==> src/rtl/shiftreg.sv <==
// Parallel-load, bidirectional shift register with a saturating shift counter
// and a registered flag raised once WIDTH shifts have completed since load/reset.
module shiftreg #(
  parameter int WIDTH = 8
) (
  input  logic             _clock,
  input  logic             _reset,
  input  logic             _load,
  input  logic [WIDTH-1:0] _D,
  input  logic             _shift,
  input  logic             _dir,
  input  logic             _serin,
  output logic [WIDTH-1:0] _Q,
  output logic             _serout,
  output logic             _full,
  output logic [WIDTH-1:0] _return
);

  localparam int             CW      = $clog2(WIDTH + 1);
  localparam logic [CW-1:0]  CNT_MAX = CW'(WIDTH);
  localparam logic [CW-1:0]  CNT_ONE = {{(CW-1){1'b0}}, 1'b1};

  logic [WIDTH-1:0] q_q, q_d;
  logic [CW-1:0]    cnt_q, cnt_d;
  logic             full_q, full_d;

  // Next-state selection: load beats shift beats hold
  always_comb begin
    q_d    = q_q;
    cnt_d  = cnt_q;
    full_d = full_q;
    if (_load) begin
      q_d    = _D;
      cnt_d  = {CW{1'b0}};
      full_d = 1'b0;
    end else if (_shift) begin
      if (_dir) begin
        q_d = {_serin, q_q[WIDTH-1:1]};
      end else begin
        q_d = {q_q[WIDTH-2:0], _serin};
      end
      // Saturate so the flag can never drop back through a wrap
      if (cnt_q == CNT_MAX) begin
        cnt_d  = cnt_q;
        full_d = 1'b1;
      end else begin
        cnt_d  = cnt_q + CNT_ONE;
        full_d = ((cnt_q + CNT_ONE) == CNT_MAX);
      end
    end else begin
      q_d    = q_q;
      cnt_d  = cnt_q;
      full_d = full_q;
    end
  end

  // State registers with asynchronous active-low reset
  always_ff @(posedge _clock or negedge _reset) begin
    if (!_reset) begin
      q_q    <= {WIDTH{1'b0}};
      cnt_q  <= {CW{1'b0}};
      full_q <= 1'b0;
    end else begin
      q_q    <= q_d;
      cnt_q  <= cnt_d;
      full_q <= full_d;
    end
  end

  assign _Q      = q_q;
  assign _return = q_q;
  assign _full   = full_q;
  assign _serout = _dir ? q_q[0] : q_q[WIDTH-1];

endmodule

==> config.mk <==
export PLATFORM = sky130hd
export DESIGN_NAME = shiftreg
export DESIGN_NICKNAME = d
export VERILOG_FILES = /design/src/rtl/shiftreg.sv
export SDC_FILE = /design/constraint.sdc
export NUM_CORES = 1
export LEC_CHECK = 0
export ABC_CLOCK_PERIOD_IN_PS = 1400
export CAP_MARGIN = 0
export CORE_UTILIZATION = 42
export DETAILED_ROUTE_END_ITERATION = 7
export GPL_TIMING_DRIVEN = 0
export PLACE_DENSITY = 0.77
export REMOVE_ABC_BUFFERS = 1
export SYNTH_ARGS = -nofsm -noshare
export SYNTH_HDL_FRONTEND = slang
export SYNTH_SLANG_ARGS = --single-unit
==> constraint.sdc <==
create_clock -name _clock -period 1.4 [get_ports _clock]
set_input_delay 0.14 -clock _clock [delete_from_list [all_inputs] [get_ports _clock]]
set_output_delay 0.14 -clock _clock [all_outputs]
set_load 0.005 [all_outputs]
==> metrics.cfg, run 1 <==
[die]
start_util_pct=45.7
die_x_um=45.6
die_h_um=45.6
core-area_um2=1750
row_count=15
num_io_pins=32
dieArea_um2=2080

[sta]
timing.fmax_ghz=0.745
finalMaxSlewViolations=0
tightestPinTransition_ns=0.712
period_share_pct=95.9
whs_ns=0.251
setup_violations=0
finalHoldViolations=0
rsz0062_at_grt=no
fin_crit_ns=1.34
relSlewSlack_pct=52.4
fin_worst_skew_ns=0.00505

[critical_path]
slowest_delay_ns=0.52
path_max_fanout=5
cp_data_required_time_ns=1.26
path_class=reg -> out
endpoint_kind=output pin
crit_arrival_ns=1.20
critical-path-top-delay-family=buffers and inverters
crit_chain=clkdlybuf4s50_1
r2r_cells=6
path_buf_inv=1
critPathLaunchType=register
worst-path-stages=1
crit_slowest_cell=clkdlybuf4s50_1

[clock_tree]
tritoncts=yes
clock_latency_ns=0.28
clock_sinks=13
clock_tree.root_cell=clkbuf_4
clk_pin_slew_ns=0.09
clockBufferDepth=2
numCtsBuffers=3
htree_levels=1
ctsHoldBuffers=0

[synth]
netlist_area_um2=798
netlist_instances=90
avgSynthCellArea_um2=8.87
yosysUniqueCellTypes=20
yosysWarnings=0
ys_seq_area_share_pct=40.8
ys_ff_latch=13

[final_layout]
n_antenna_cell=0
final_area_um2=1210
final_nets=140
area_growth_pct=52.2
drive_gt1_share_pct=19.5

[grt]
grt-ovfl-total=0
grt_pass1_vias=635
grt_usage_pct=19.1
grt_max_degree=22
antenna_found_initial=0
grt_pass1_wl_um=2800

[route]
avgRoutedWirePerCell_um=12.2
vias_per_cell=4.89
drtPass1Iterations=4
route.detailed.drc=0
vias=724
ant_nets=0
drt_wl_total_um=1810
drtIter0Drc=11

[min_path]
hold_class=in -> async

[power_and_ir_drop]
p_per_area_nw_per_um2=828
leakagePower_nw=0.628
ir_drop_uv=526

[outcome]
status=complete, no violations

[job]
timing.max_cap.violations=0

[placed_design]
portBuffers=31
gp_congestion=0.776
dp_hpwl_um=1190
place_area_um2=1060

==> final cells by class <==
| type | instances | area, µm² |
|---|---|---|
| sequential | 13 | 325 |
| multi-input combinational | 62 | 415 |
| tap | 25 | 31.3 |
| timing repair buffer | 41 | 405 |
| fill | 149 | 531 |
| clock buffer | 4 | 26.3 |
| inverter | 3 | 11.3 |
==> stage by stage <==
stage / TNS (ns) / setup WS (ns) / cells / total power [W] / utilization, %
2_1_floorplan: 0 / 0.118 / 78 / 0.000545 / -
3_3_place_gp: -1.83 / -0.487 / 134 / 0.000718 / 60.7
3_5_place_dp: -2.02 / -0.493 / 134 / 0.000725 / 60.7
4_1_cts: 0 / 0.000375 / 143 / 0.000987 / 64.4
5_1_grt: 0 / 0.00104 / 148 / 0.00107 / 69.6
6_report: 0 / 0.0579 / 148 / 0.00101 / 69.6
==> cell usage in the layout, fill, tap and decap left out, types with 2 or more instances in the layout <==
cell type and n:
nand2_1 9, dfrtp_1 13, clkdlybuf4s50_1 21, buf_4 10, o21ai_1 9, inv_2 2, mux2i_1 9, clkbuf_4 3
a21oi_1 9, dlymetal6s2s_1 8, nand4_1 2, nor2_1 13
==> per-layer routing <==
layer / global-route usage (%) / routed length (µm) / vias up
met5: 0 / 0 / -
met4: 7.27 / 14 / 0
met3: 2.78 / 108 / 4
met2: 33.1 / 869 / 26
met1: 23.8 / 818 / 328
li1: - / - / 366
==> state kept, by name (all words and copies together) (netlist names) <==
register	count
_Q	8
cnt_q	4
_full	1
==> path summary, 6_finish.rpt <==
kind	startpoint	endpoint	slack, ns
worst max-delay path	_Q[4]	_Q[4]	0.06
worst min-delay path	_reset	_Q[6]	0.25
worst max register to register	cnt_q[1]	cnt_q[1]	0.08
worst min register to register	_full	_full	0.58
max in group asynchronous	_reset	_full	0.73
min in group _clock	_D[6]	_Q[6]	0.40
==> synthesized netlist by cell type <==
library cell | count | area, µm²
o21ai_1 | 9 | 45.0
xnor2_1 | 2 | 17.5
xor2_1 | 1 | 8.76
ha_1 | 2 | 25.0
inv_1 | 2 | 7.51
a311oi_2 | 1 | 15.0
nand2_1 | 9 | 33.8
inv_2 | 1 | 3.75
buf_4 | 9 | 67.6
buf_2 | 1 | 5.00
a21o_1 | 1 | 7.51
mux2i_1 | 9 | 90.1
nor2b_1 | 2 | 12.5
a2bb2oi_1 | 1 | 8.76
nor2_1 | 13 | 48.8
nand4_1 | 2 | 12.5
dfrtp_1 | 13 | 325
a21oi_1 | 9 | 45.0
mux2_2 | 1 | 11.3
clkbuf_1 | 2 | 7.51
==> what timing repair did <==
item | 4_1_cts | 5_1_grt
pin swaps | 1 | 1
resized for setup | 4 | 16
setup endpoints to repair | 4 | 20
setup buffers | 5 | 5
==> power breakdown <==
part / internal, W / total [W] / switching (W)
registers: 0.000406 / 0.000433 / 0.0000278
logic: 0.000204 / 0.000332 / 0.000128
clock network: 0.000110 / 0.000240 / 0.000130
total: 0.000720 / 0.00101 / 0.000286
==> logic make-up (layout without fill, tap and decap cells) <==
logic type                 count (synthesis)  in the layout  synth area share, %
adders and majority gates                  2              2                 3.13
muxes                                     10             10                 12.7
xor gates and xnor gates                   3              3                 3.29
DFF                                       13             13                 40.8
and+or+nand+nor                           26             26                 13.5
AOI/OAI and AO/OA                         21             21                 15.2
buffers and inverters                     15             48                 11.4
Power figures use the tool's default switching activity.
==> run 2: changes to the inputs <==
- TNS_END_PERCENT: not set -> 1
==> run 2 against run 1 <==
Against the previous run:
- global-route usage fell by 0.083 points
- routed wire length decreased by 0.11%
- largest power group unchanged
- critical path type is now reg -> reg
- critical endpoint is now cnt_q[1]
- sequential cell count unchanged
==> metrics.cfg, run 2 (synthesized netlist as in run 1, its figures left out) <==
[route]
ant_nets=0
vias=707
drtIter0Drc=8
avgRoutedWirePerCell_um=12.8
drt_wl_total_um=1810
route.detailed.drc=0
vias_per_cell=5.01
drtPass1Iterations=4

[clock_tree]
clock_tree.root_cell=clkbuf_4
ctsHoldBuffers=0
htree_levels=1
clk_pin_slew_ns=0.09
numCtsBuffers=3
clockBufferDepth=2
clock_sinks=13
tritoncts=yes
clock_latency_ns=0.27

[final_layout]
n_antenna_cell=0
final_nets=133
drive_gt1_share_pct=14.7
mostFrequentLayoutCells=15 x dlymetal6s2s_1, 14 x clkdlybuf4s50_1, 13 x nor2_1, 12 x dfrtp_1
layout_commonest_cell=dlymetal6s2s_1
largest_reg_flops=8
area_growth_pct=48.4
finalNonFillerCells=141

[sta]
tightestPinTransition_ns=0.726
relSlewSlack_pct=51.5
fin_crit_ns=1.36
setup_violations=0
finalHoldViolations=0
timing.fmax_ghz=0.737
whs_ns=0.263
fin_worst_skew_ns=0.00525
rsz0062_at_grt=yes
period_share_pct=96.9
finalMaxSlewViolations=0

[placed_design]
placedCellCount=134
gp_congestion=0.776
portBuffers=31
dp_hpwl_um=1190

[die]
dieArea_um2=2080
row_count=15
die_x_um=45.6
die_h_um=45.6
num_io_pins=32
start_util_pct=45.7
core-area_um2=1750

[power_and_ir_drop]
p_seq_share_pct=45.5
leakagePower_nw=0.671
power.switching_w=0.000280
swShare_pct=28.8
share_comb_of_total_power_pct=30.1
intPower_w=0.000694
ir_drop_uv=521
p_per_area_nw_per_um2=822
pwr-share-clk_pct=24.4

[critical_path]
crit_path_end=cnt_q[1]
critPathLaunchType=register
endpoint_kind=register
path_max_fanout=5
path_class=reg -> reg
crit_slowest_cell=dfrtp_1
crit_arrival_ns=1.49
reg2reg_from=cnt_q[0]
cp_data_required_time_ns=1.54
startpoint=cnt_q[0]
rrSetupSlack_ns=0.04
crit_chain=inv_2 > ha_4 > nor2b_4 > a21o_4 > mux2i_1 > nor2_1
r2r_cells=6
worst-path-stages=6
slowest_delay_ns=0.45
path_buf_inv=1
critical-path-top-delay-family=flip-flops
r2r_end=cnt_q[1]

[grt]
grt-ovfl-total=0
antenna_found_initial=0
grt_usage_pct=19.1
grt_pass1_wl_um=2820
grt_max_degree=22
grt_pass1_vias=625

[job]
timing.max_cap.violations=0

[min_path]
hold_class=in -> async

[outcome]
status=complete, no violations

run 2: changes by cell type in the layout (fill, tap and decap cells not counted), sizes merged:
cell	delta
buf	-7
clkdlybuf4s50	-7
dlymetal6s2s	+7
run 2: through the flow:
stage | util (%) | total power (W) | setup WS [ns] | area (µm²) | TNS (ns)
after global placement | 60.7 | 0.000718 | -0.487 | 1060 | -1.83
after global routing | 67.9 | 0.00104 | -0.00983 | 1180 | -0.0215
after CTS | 63.5 | 0.000981 | -0.00782 | 1110 | -0.00782
final | 67.9 | 0.000974 | 0.0432 | 1180 | 0
after detailed placement | 60.7 | 0.000725 | -0.493 | 1060 | -2.02
after floorplan | - | 0.000545 | 0.118 | 718 | 0
run 2: area by class of cell:
| type | count | area [µm²] |
|---|---|---|
| sequential | 13 | 327 |
| timing repair buffer | 34 | 370 |
| clock buffer | 4 | 26.3 |
| multi-input combinational | 62 | 419 |
| fill | 156 | 561 |
| tap | 25 | 31.3 |
| inverter | 3 | 11.3 |
run 2: power by group through the flow:
| stage | clock network (W) | registers [W] | logic (W) |
|---|---|---|---|
| 6_report | 0.000238 | 0.000443 | 0.000293 |
| 3_3_place_gp | 0 | 0.000452 | 0.000266 |
| 3_5_place_dp | 0 | 0.000454 | 0.000271 |
| 4_1_cts | 0.000249 | 0.000443 | 0.000288 |
| 5_1_grt | 0.000266 | 0.000448 | 0.000324 |
| 2_1_floorplan | 0 | 0.000452 | 0.0000936 |
run 2: layer usage:
| layer | global-route usage [%] | vias up | wire length, µm | share of wire [%] |
|---|---|---|---|---|
| li1 | - | 352 | - | - |
| met1 | 24.5 | 331 | 810 | 45 |
| met2 | 32.0 | 22 | 884 | 49 |
| met3 | 2.78 | 2 | 108 | 6.0 |
| met4 | 7.27 | 0 | 5 | 0.28 |
| met5 | 0 | - | 0 | 0 |
run 2: timing repair:
action / 4_1_cts / 5_1_grt
setup buffers: 2 / 1
endpoints found under the setup margin: 4 / 20
resized for setup: 7 / 21
pin swaps: 1 / 0
run 2: worst min-delay path by stage:
stage | endpoint | startpoint | depth (start not counted) | slack, ns
2_1_floorplan | _Q[0] | _reset | 0 | -0.16
3_3_place_gp | _Q[6] | _reset | 1 | 0.56
3_5_place_dp | _Q[6] | _reset | 1 | 0.56
4_1_cts | _Q[6] | _reset | 1 | 0.27
5_1_grt | _Q[6] | _reset | 1 | 0.29
6_report | _Q[6] | _reset | 1 | 0.26
==> run 3: changes to the inputs <==
- CORE_UTILIZATION: 42 -> 40
- PLACE_DENSITY: 0.77 -> 0.74
==> run 3 against run 2 <==
Against the previous run:
- worst hold slack worse by 0.014 ns
- routed wire length down 7.6%
- die area up 4.8%
- utilization down 4.5 points
- clock power about the same
- largest power group unchanged
- highest routed layer unchanged
==> metrics.cfg, run 3 (synthesized netlist as in run 1, its figures left out) <==
[outcome]
status=complete, no violations

[final_layout]
fillers=169
final_area_um2=1140
largest_reg_flops=8
layout_commonest_cell=clkdlybuf4s50_1
fin_util_pct=63.4
area_growth_pct=43.1
mostFrequentLayoutCells=17 x clkdlybuf4s50_1, 13 x nor2_1, 10 x dfrtp_1, 10 x dlymetal6s2s_1
n_antenna_cell=0
drive_gt1_share_pct=13.8
final_nets=133

[critical_path]
slowest_delay_ns=0.53
endpoint_kind=output pin
reg2reg_from=cnt_q[0]
rrSetupSlack_ns=0.04
critical-path-top-delay-family=buffers and inverters
r2r_end=cnt_q[1]
path_buf_inv=1
path_class=reg -> out
crit_chain=clkdlybuf4s50_1
r2r_cells=6
crit_slowest_cell=clkdlybuf4s50_1
critPathLaunchType=register
cp_data_required_time_ns=1.26
path_max_fanout=5
worst-path-stages=1
crit_arrival_ns=1.22

[die]
start_util_pct=44.3
core-area_um2=1800
dieArea_um2=2180
num_io_pins=32
row_count=15
die_h_um=46.7
die_x_um=46.7

[grt]
antenna_found_initial=0
grt_max_degree=22
grt-ovfl-total=0
grt_usage_pct=16.4
grt_pass1_vias=580
grt_pass1_wl_um=2440

[sta]
fin_worst_skew_ns=0.00479
timing.fmax_ghz=0.735
tightestPinTransition_ns=0.715
fin_ws_ns=0.0388
fin_crit_ns=1.36
finalHoldViolations=0
setup_violations=0
finalMaxSlewViolations=0
period_share_pct=97.2
rsz0062_at_grt=yes
relSlewSlack_pct=52.2

[route]
drtPass1Iterations=3
vias_per_cell=4.99
route.detailed.drc=0
vias=704
drt_wl_total_um=1670
avgRoutedWirePerCell_um=11.9
drtIter0Drc=1
ant_nets=0

[power_and_ir_drop]
leakagePower_nw=0.612
ir_drop_uv=469
total_power_w=0.000959
power.switching_w=0.000273
p_per_area_nw_per_um2=840
intPower_w=0.000687
swShare_pct=28.4
pwr-share-clk_pct=24.9
p_seq_share_pct=46.2
share_comb_of_total_power_pct=28.9

[clock_tree]
clockBufferDepth=2
clk_pin_slew_ns=0.09
clock_latency_ns=0.28
clock_sinks=13
ctsHoldBuffers=0
numCtsBuffers=3
clock_tree.root_cell=clkbuf_4
htree_levels=1
tritoncts=yes

[job]
timing.max_cap.violations=0

[placed_design]
gp_congestion=0.729
portBuffers=31
pre_cts_slack_ns=-0.481
place_area_um2=1060
dp_hpwl_um=1170

[min_path]
hold_class=in -> async

[run 3: stage by stage]
| step | cells | setup TNS (ns) | hold slack [ns] |
|---|---|---|---|
| after floorplan | 78 | 0 | -0.156 |
| after global placement | 134 | -1.74 | 0.554 |
| after detailed placement | 134 | -1.88 | 0.561 |
| after CTS | 140 | -0.00404 | 0.255 |
| after global routing | 141 | -0.0856 | 0.286 |
| final | 141 | 0 | 0.249 |
[run 3: worst max-delay path by stage]
stage | from | endpoint
floorplan | cnt_q[0] | cnt_q[1]
global placement | _dir | _serout
detailed placement | _dir | _serout
CTS | cnt_q[0] | cnt_q[1]
global route | cnt_q[0] | cnt_q[1]
finish | _Q[2] | _Q[2]
[run 3: layout make-up]
class                      count  area, µm²  share of cell area (%)
clock buffer                   4       26.3                    2.30
inverter                       3       11.3                   0.986
multi-input combinational     62        389                    34.1
sequential                    13        329                    28.8
tap                           25       31.3                    2.74
timing repair buffer          34        355                    31.1
[run 3: power by group through the flow]
stage	Sequential, W	Combinational, W	Clock [W]
6_report	0.000443	0.000277	0.000239
5_1_grt	0.000449	0.000307	0.000264
4_1_cts	0.000442	0.000279	0.000249
3_5_place_dp	0.000453	0.000272	0
3_3_place_gp	0.000452	0.000265	0
2_1_floorplan	0.000452	0.0000936	0
[run 3: what timing repair did]
action	4_1_cts	5_1_grt
resized for setup	8	15
endpoints found under the setup margin	4	16
setup buffers	2	1
pin swaps	1	0
[run 3: per-layer routing]
| layer | up-vias | share of wire (%) | global-route usage, % |
|---|---|---|---|
| li1 | 352 | - | - |
| met1 | 328 | 45 | 18.9 |
| met2 | 22 | 47 | 28.1 |
| met3 | 2 | 7.4 | 3.53 |
| met4 | 0 | 0.42 | 8.57 |
| met5 | - | 0 | 0 |
